<file path="src/rtl/fetch_unit_pkg.sv">
// Shared types and constants for the LegV8 fetch/PC stage.
package fetch_pkg;

   localparam int unsigned XLEN        = 64;
   localparam int unsigned ILEN        = 32;
   localparam int unsigned INSTR_BYTES = 4;

   typedef enum logic [1:0] {
      PS_HOLD = 2'b00,
      PS_INC  = 2'b01,
      PS_REG  = 2'b10,
      PS_REL  = 2'b11
   } ps_e;

   typedef enum logic [1:0] {
      ST_FETCH = 2'b00,
      ST_LOAD  = 2'b01,
      ST_EXEC  = 2'b10,
      ST_EXEC2 = 2'b11
   } state_e;

   // Word offset to byte offset; the top two bits of k fall off.
   function automatic logic [XLEN-1:0] word_to_byte(input logic [XLEN-1:0] words);
      return words << 2;
   endfunction

endpackage

</file>
<file path="src/rtl/fetch_unit_if.sv">
// Synchronous instruction-memory port between the fetch stage and imem.
interface fetch_unit_if;
   import fetch_pkg::*;

   logic            imem_ren;
   logic [XLEN-1:0] imem_addr;
   logic [ILEN-1:0] imem_rdata;

   modport master (output imem_ren, output imem_addr, input imem_rdata);
   modport slave  (input imem_ren, input imem_addr, output imem_rdata);

endinterface

</file>
<file path="src/rtl/fetch_unit_next_pc_mux.sv">
// Combinational next-PC selection; the alignment error only exists when
// FETCH_ALIGN_CHECK_EN is defined, otherwise BR low bits are cleared silently.
module next_pc_mux
   import fetch_pkg::*;
(
   input  logic [1:0]      ps,
   input  logic [XLEN-1:0] pc,
   input  logic [XLEN-1:0] branch_target,
   input  logic [XLEN-1:0] k,
   output logic [XLEN-1:0] next_pc,
   output logic            align_err
);

   always_comb begin
      next_pc   = pc;
      align_err = 1'b0;
      case (ps_e'(ps))
         PS_HOLD: next_pc = pc;
         PS_INC:  next_pc = pc + XLEN'(INSTR_BYTES);
         PS_REG: begin
            next_pc = branch_target & ~XLEN'(INSTR_BYTES - 1);
`ifdef FETCH_ALIGN_CHECK_EN
            align_err = |branch_target[1:0];
`endif
         end
         PS_REL:  next_pc = pc + word_to_byte(k);
         default: next_pc = pc;
      endcase
   end

endmodule

</file>
<file path="src/rtl/fetch_unit.sv">
// LegV8 instruction fetch / PC stage: FETCH -> LOAD -> EXEC [-> EXEC2] -> FETCH.
// Optional misaligned-BR trap enabled by FETCH_ALIGN_CHECK_EN.
module fetch_unit
   import fetch_pkg::*;
#(
   parameter logic [63:0] RESET_PC = 64'h0
)
(
   input  logic              clock,
   input  logic              reset,
   input  logic [1:0]        ps,
   input  logic              cw_state,
   input  logic [XLEN-1:0]   branch_target,
   input  logic [XLEN-1:0]   k,
   input  logic              stall,
   fetch_unit_if.master      imem,
   output logic [ILEN-1:0]   instr,
   output logic              instr_valid,
   output logic [XLEN-1:0]   pc,
   output logic [XLEN-1:0]   pc_plus4,
   output logic              misalign
);

   state_e          state_q, state_d;
   logic [XLEN-1:0] pc_q, pc_d;
   logic [ILEN-1:0] instr_q, instr_d;
   logic            instr_valid_q, instr_valid_d;
   logic            imem_ren_q, imem_ren_d;
   logic [XLEN-1:0] next_pc;
   logic            align_err;
   logic            retire;

`ifdef FETCH_ALIGN_CHECK_EN
   logic            misalign_q, misalign_d;
`endif

   next_pc_mux u_next_pc_mux (
      .ps            (ps),
      .pc            (pc_q),
      .branch_target (branch_target),
      .k             (k),
      .next_pc       (next_pc),
      .align_err     (align_err)
   );

   // Next state; a FETCH entered from reset waits one cycle to issue its read.
   always_comb begin
      state_d = state_q;
      pc_d    = pc_q;
      instr_d = instr_q;
      retire  = 1'b0;
`ifdef FETCH_ALIGN_CHECK_EN
      misalign_d = misalign_q;
`endif
      case (state_q)
         ST_FETCH: if (imem_ren_q) state_d = ST_LOAD;
         ST_LOAD: begin
            instr_d = imem.imem_rdata;
            state_d = ST_EXEC;
         end
         ST_EXEC: begin
            if (!stall) begin
               if (cw_state) state_d = ST_EXEC2;
               else          retire  = 1'b1;
            end
         end
         ST_EXEC2: if (!stall) retire = 1'b1;
         default:  state_d = ST_FETCH;
      endcase

      if (retire) begin
         state_d = ST_FETCH;
         if (!align_err) pc_d = next_pc;
`ifdef FETCH_ALIGN_CHECK_EN
         misalign_d = misalign_q | align_err;
`endif
      end

      imem_ren_d    = (state_d == ST_FETCH);
      instr_valid_d = (state_d == ST_EXEC) || (state_d == ST_EXEC2);
   end

   always_ff @(posedge clock) begin
      if (reset) begin
         state_q       <= ST_FETCH;
         pc_q          <= RESET_PC;
         instr_q       <= '0;
         instr_valid_q <= 1'b0;
         imem_ren_q    <= 1'b0;
      end else begin
         state_q       <= state_d;
         pc_q          <= pc_d;
         instr_q       <= instr_d;
         instr_valid_q <= instr_valid_d;
         imem_ren_q    <= imem_ren_d;
      end
   end

`ifdef FETCH_ALIGN_CHECK_EN
   always_ff @(posedge clock) begin
      if (reset) misalign_q <= 1'b0;
      else       misalign_q <= misalign_d;
   end
   assign misalign = misalign_q;
`else
   assign misalign = 1'b0;
`endif

   assign imem.imem_ren  = imem_ren_q;
   assign imem.imem_addr = pc_q;
   assign instr          = instr_q;
   assign instr_valid    = instr_valid_q;
   assign pc             = pc_q;
   assign pc_plus4       = pc_q + XLEN'(INSTR_BYTES);

endmodule

</file>
<file path="src/flat_wrapper.sv">
// flat-port wrapper written by rule: the top's interface ports become plain ports
module fetch_unit_flat import fetch_pkg::*;
#(
   parameter logic [63:0] RESET_PC = 64'h0
)
  (clock, reset, ps, cw_state, branch_target, k, stall, instr, instr_valid, pc, pc_plus4, misalign, imem_imem_ren, imem_imem_addr, imem_imem_rdata);
  fetch_unit_if imem_i ();
  input  logic clock;
  input  logic reset;
  input  logic [1:0] ps;
  input  logic cw_state;
  input  logic [XLEN-1:0] branch_target;
  input  logic [XLEN-1:0] k;
  input  logic stall;
  output logic [ILEN-1:0] instr;
  output logic instr_valid;
  output logic [XLEN-1:0] pc;
  output logic [XLEN-1:0] pc_plus4;
  output logic misalign;
  output wire logic [$bits(imem_i.imem_ren)-1:0] imem_imem_ren;
  output wire logic [$bits(imem_i.imem_addr)-1:0] imem_imem_addr;
  input wire logic [$bits(imem_i.imem_rdata)-1:0] imem_imem_rdata;
  assign imem_imem_ren = imem_i.imem_ren;
  assign imem_imem_addr = imem_i.imem_addr;
  assign imem_i.imem_rdata = imem_imem_rdata;
  fetch_unit #(.RESET_PC(RESET_PC)) u_core (.clock(clock), .reset(reset), .ps(ps), .cw_state(cw_state), .branch_target(branch_target), .k(k), .stall(stall), .imem(imem_i), .instr(instr), .instr_valid(instr_valid), .pc(pc), .pc_plus4(pc_plus4), .misalign(misalign));
endmodule
</file>
<file path="config.mk">
export PLATFORM = sky130hd
export DESIGN_NAME = fetch_unit_flat
export DESIGN_NICKNAME = d
export VERILOG_FILES = /design/src/rtl/fetch_unit_pkg.sv /design/src/rtl/fetch_unit_if.sv /design/src/rtl/fetch_unit_next_pc_mux.sv /design/src/rtl/fetch_unit.sv /design/src/flat_wrapper.sv
export SDC_FILE = /design/constraint.sdc
export NUM_CORES = 1
export LEC_CHECK = 0
export ABC_AREA = 1
export BUFFER_PORTS_ARGS = -buffer_cell sky130_fd_sc_hd__buf_2
export CAP_MARGIN = 0
export CORE_ASPECT_RATIO = 0.75
export CORE_MARGIN = 8
export CORE_UTILIZATION = 40
export CTS_CLUSTER_DIAMETER = 40
export DETAILED_ROUTE_END_ITERATION = 10
export PLACE_DENSITY = 0.66
export SLEW_MARGIN = 0
export SYNTH_ARGS = -nofsm -noshare
export SYNTH_HDL_FRONTEND = slang
export SYNTH_SLANG_ARGS = --single-unit
</file>
<file path="constraint.sdc">
create_clock -name clock -period 2.9 [get_ports clock]
set_input_delay 0.145 -clock clock [delete_from_list [all_inputs] [get_ports clock]]
set_output_delay 0.145 -clock clock [all_outputs]
set_load 0.02 [all_outputs]
</file>
# Word-level counts from Yosys, hierarchy flattened
# Cells that the tools add are included.
[classes]
addsub = 2
eq_ne = 8
mux = 10
n_bitwise = 1
n_reduce_logical = 5
[ops]
columns = ["op", "count"]
rows = [
  ["case mux 64 bit (3 select lines)", 1],
  ["adder 64 x 3 -> 64 bit (second input constant)", 1],
  ["adder 64 bit", 1],
  ["== test 2 bit (second input constant)", 6],
  ["2-to-1 mux 2 bit", 4],
  ["logical NOT 2 bit", 3],
  ["case mux 2 bit (3 select lines)", 1],
  ["== test 2 x 1 -> 1 bit (second input constant)", 2],
  ["2-to-1 mux 1 bit", 3],
  ["case mux 1 bit (2 select lines)", 1],
  ["AND reduction 2 bit", 1],
  ["logical OR 1 bit", 1],
  ["inverter 1 bit", 1],
]
[totals]
reg_bits = 100
output_inout_bits = 227
word_cells = 31

# Longest topological paths before layout
[depth]
ltp_word = 6
ltp_mapped = 18
mapped_depth_nobuf = 18

# Modules after synthesis
# From an unflattened synthesis, not the netlist that was laid out.
[unflattened]
cells_unflattened = 2510
hier_area_um2 = 13055.0
[modules_own_cells]
columns = ["mod", "instances", "cells_per_inst", "area_per_inst_um2"]
rows = [
  ["next_pc_mux", 1, 1585, 7119.3],
  ["fetch_unit", 1, 925, 5935.7],
]

# Worst setup path after synthesis
# Ideal clock, no wire load.
[synth_path]
kind = "reg-to-reg"
from = "register u_core.pc_q[2], in the netlist u_core.imem.imem_addr[2]"
to = "register u_core.pc_q[56], in the netlist u_core.imem.imem_addr[56]"
setup_ps = 66
t_arrival_ps = 2337
slack_ps = 497
stages_incl_launch_ff = 15
path_buffers = 0
synth_period_minus_slack_ps = 2403
cell_sequence = "dfxtp_1 > ha_1 > inv_1 > fa_1 > inv_1 > nand2_1 > a21oi_2 > a21oi_1 > o21ai_1 > nand2_1 > nand2_1 > nand3_1 > nand3_1 > nand3_1 > a21oi_2"
[synth_between]
elab_chain_len = 2
word_cells_on_any_way = 3
classes_between = "add/sub (2); mux (1)"
[synth_lines]
columns = ["element", "line_no", "source"]
rows = [
  ["from (decl)", "fetch_unit.sv:25", "logic [XLEN-1:0] pc_q, pc_d;"],
  ["from (signal assigned)", "fetch_unit.sv:92", "pc_q <= pc_d;"],
  ["adder 64 bit or adder 64 x 3 -> 64 bit (tied branches)", "fetch_unit_next_pc_mux.sv:26, fetch_unit_next_pc_mux.sv:19", ""],
  ["case mux 64 bit (3 select lines) (*)", "fetch_unit_next_pc_mux.sv:17", "case (ps_e'(ps))"],
]
# Mark *: on every way between the ends. The rest lies on a longest branch, timed or not.
# A chain may end at the register's enable or synchronous reset.

# Worst setup path in the final report
[layout_path]
from = "register u_core.pc_q[27], in the netlist u_core.imem.imem_addr[27]"
to = "output pc_plus4[60]"
[layout_between]
elab_chain_len = 1
[layout_lines]
columns = ["element", "line_no", "source"]
rows = [
  ["adder 64 x 3 -> 64 bit", "fetch_unit.sv:114", "assign pc_plus4 = pc_q + XLEN'(INSTR_BYTES);"],
  ["to (decl)", "flat_wrapper.sv:18", "output logic [XLEN-1:0] pc_plus4;"],
]
# No other way between the ends.

==> out/metrics.yaml <==
clock_tree.buffer_depth: 2
drt_drc_violations_left: 0
placement.setup.worst_slack_ns: 0.188
detail_route.vias_per_cell: 5.48
m1WireLength_um: 25700
globalRouteTotalUtil_pct: 34.4
fillers: 3046
switching_share_of_total_power_pct: 46.6
switching_power_of_the_nets_mw: 2.59
syn_to_final_growth_pct: 25.3
tritoncts: "done"
clk-insertion-delay-late_ns: 0.37
run_status: "finished clean"
count_of_pins_over_their_slew_limit: 0
timing.critical_path.from_type: "flip-flop"
grt_pass1_wl_um: 88100
maxUsedRoutingLayer: "met5"
place.detailed.hpwl_um: 51000
synth_seq_area_share_pct: 17.4
muxShareOfSynthArea_pct: 0
dr.pass1.iters: 6
crit_arrival_ns: 2.63
report.final.hold_viol_count: 0
design_power_total_mw: 5.55
post_layout_min_period_ns: 2.78
leading_cell_type_in_the_layout_fill_and_taps_excluded: "sky130_fd_sc_hd__nand2_1"
synthDistinctLibCells: 53
ys_async_sr_fraction_pct: 0
io_buffers: 381
highest_clock_rate_mhz: 360
core_region_area_um2: 27900
htree_levels: 3
setup_viol: 0
routed-via-count: 14700
hold_path.class: "in -> reg"
met3_routed_wirelength_um: 9020
power.static_leakage_nw: 7.48
worst_max_slew_pin_slew_ns: 0.970
crit_required_ns: 2.76
most-common-layout-cells: "sky130_fd_sc_hd__nand2_1 (478), sky130_fd_sc_hd__buf_2 (381), sky130_fd_sc_hd__nor2_1 (261)"
synth_top_family_by_area: "simple AND/OR/NAND/NOR gates"
p_per_area_nw_per_um2: 393
synth_cells: 1949
critical_register_to_register_path_startpoint: "u_core.imem.imem_addr[10]"
number_of_antenna_violations_at_the_first_check_in_global_routing: 2
grt_setup_unrepaired: "false"
share_seq_of_total_power_pct: 30.8
grt_max_degree: 76
fraction_of_the_mapped_netlist_area_in_compound_gates_pct: 18.8
syn-mean-instance-area_um2: 5.78
route.detailed.wl_per_inst_um: 22.5
timing.max_cap.violations: 0
synth-simple-area-share_pct: 38.0
worst_ir_drop_vdd_mv: 0.474
timing.hold.worst.start: "imem_imem_rdata[27]"
initial_utilization_pct: 40.5
internal_power_mw: 2.97
nNetsFinal: 2561
placedCellCount: 2651
ant_nets: 0
setup.worst_path.class: "reg -> out"
dr.first_iter.drc_count: 1736
fraction_of_final_layout_cells_sized_beyond_drive_strength_1_pct: 22.4
io-pin-count: 393
die_area_um2: 33900
post_synthesis_xor_xnor_area_fraction_pct: 4.79
finalWirelength_um: 60500
cts_root_buffer: "sky130_fd_sc_hd__clkbuf_16"
totalNegativeSetupSlack_ns: 0
power.share.clock_pct: 22.8
die_w_um: 210
met2_wirelength_um: 24600
synthesis.area_um2: 11300
die-height_um: 161
grt_pass1_vias: 14300
finalClockSkew_ns: 0.0134
global_route_overflow: 0
yosys_register_bits: 98
timing.critical_path.fanout_max: 7
post_cts_clock_slew_at_the_launch_and_capture_registers_of_the_worst_setup_and_hold_paths_ns: 0.08
comb_power_share_pct: 46.4
gp_congestion: 1.07
cts_made_buffers: 9
period_share_pct: 95.7
antenna_cells: 0
rows: 53
worst_setup_path_end_kind: "primary output"
setup_ws_final_ns: 0.123
relSlewSlack_pct: 35.3
yosys_warnings: 0
synth_enable_flop_cells: 0
yosys.area_share.adder_pct: 7.06
instances_no_fill: 2693
synthFlopType: "sky130_fd_sc_hd__dfxtp_1"
cts_num_sinks: 98
worst_setup_path_startpoint: "u_core.imem.imem_addr[27]"
-- final timing paths --
| check | endpoint | slack (ns) | cells after the start |
|---|---|---|---|
| worst max-delay path | pc_plus4[60] | 0.12 | 9 |
| worst min-delay path | u_core.instr[27] | 0.01 | 3 |
| worst max register to register | u_core.imem.imem_addr[33] | 0.20 | 11 |
| worst min register to register | u_core.instr[3] | 0.52 | 2 |
-- stage by stage --
step | hold slack, ns | utilization (%) | instance area, um2
finish | 0.0116 | 50.7 | 14100
global route | 0.0175 | 50.7 | 14100
CTS | 0.00308 | 50.6 | 14100
detailed placement | 0.373 | 48.6 | 13500
global placement | 0.366 | 48.6 | 13500
floorplan | 0.280 | - | 11300
-- worst max-delay path, cell delays in order (launching register included) --
cell	delay, ns
sky130_fd_sc_hd__dfxtp_1	0.49
sky130_fd_sc_hd__buf_4	0.24
sky130_fd_sc_hd__nand2_1	0.09
sky130_fd_sc_hd__nor3_1	0.23
sky130_fd_sc_hd__nand2_1	0.15
sky130_fd_sc_hd__inv_1	0.08
sky130_fd_sc_hd__nand4_1	0.27
sky130_fd_sc_hd__nor3_2	0.26
sky130_fd_sc_hd__xor2_1	0.24
sky130_fd_sc_hd__buf_2	0.23
-- power by group through the flow --
stage               clock (mW)  combinational [mW]  sequential, mW
floorplan                    0                1.28            1.97
global placement             0                2.47            1.72
detailed placement           0                2.49            1.72
CTS                       1.27                2.52            1.70
global route              1.32                2.77            1.73
finish                    1.26                2.58            1.71
-- flip-flops by register name (all words and copies together) (netlist names) --
| name | count |
|---|---|
| u_core.state_q | 2 |
| u_core.imem.imem_addr | 62 |
| u_core.instr | 32 |
| u_core.imem.imem_ren | 1 |
| u_core.instr_valid | 1 |
-- routing by layer --
| metal | GRT usage (%) | vias up |
|---|---|---|
| li1 | - | 7064 |
| met1 | 46.9 | 6751 |
| met2 | 50.4 | 846 |
| met3 | 13.3 | 82 |
| met4 | 7.58 | 4 |
| met5 | 0 | - |
-- area by class of cell --
| type | count | area, um2 | share of cell area [%] |
|---|---|---|---|
| clock buffer | 9 | 225 | 1.59 |
| clock inverter | 6 | 56.3 | 0.399 |
| inverter | 231 | 868 | 6.15 |
| multi-input combinational | 1510 | 7810 | 55.3 |
| sequential | 98 | 1960 | 13.9 |
| tap | 357 | 447 | 3.16 |
| timing repair buffer | 482 | 2750 | 19.5 |
-- logic make-up (layout without fill, tap and decap cells) --
| group | Yosys count | in the layout |
|---|---|---|
| other | 1 | 7 |
| and+or+nand+nor | 992 | 992 |
| xor gates and xnor gates | 60 | 60 |
| DFF | 98 | 98 |
| buffers and inverters | 347 | 728 |
| adders and majority gates | 63 | 63 |
| AOI/OAI and AO/OA | 388 | 388 |
-- Yosys cell counts (15+ instances only) --
cell type | instances | area share (%)
sky130_fd_sc_hd__a21oi_1 | 187 | 8.3
sky130_fd_sc_hd__buf_4 | 69 | 4.6
sky130_fd_sc_hd__clkbuf_1 | 40 | 1.3
sky130_fd_sc_hd__dfxtp_1 | 98 | 17
sky130_fd_sc_hd__ha_1 | 62 | 6.9
sky130_fd_sc_hd__inv_1 | 225 | 7.5
sky130_fd_sc_hd__nand2_1 | 478 | 16
sky130_fd_sc_hd__nand3_1 | 131 | 5.8
sky130_fd_sc_hd__nand4_1 | 26 | 1.4
sky130_fd_sc_hd__nor2_1 | 263 | 8.8
sky130_fd_sc_hd__nor3_1 | 36 | 1.6
sky130_fd_sc_hd__o211ai_1 | 15 | 1.0
sky130_fd_sc_hd__o21ai_0 | 127 | 5.6
sky130_fd_sc_hd__o21bai_1 | 20 | 1.3
sky130_fd_sc_hd__xnor2_1 | 20 | 1.6
sky130_fd_sc_hd__xor2_1 | 38 | 3.0
-- repair_timing --
action / in CTS / in global routing
buffers inserted: 0 / 2
hold buffers: 25 / 0
setup endpoints to repair: 0 / 15
gates resized for setup: 0 / 7
endpoints found under the hold margin: 25 / 0
Note: power is estimated with default switching activity, not from simulation.
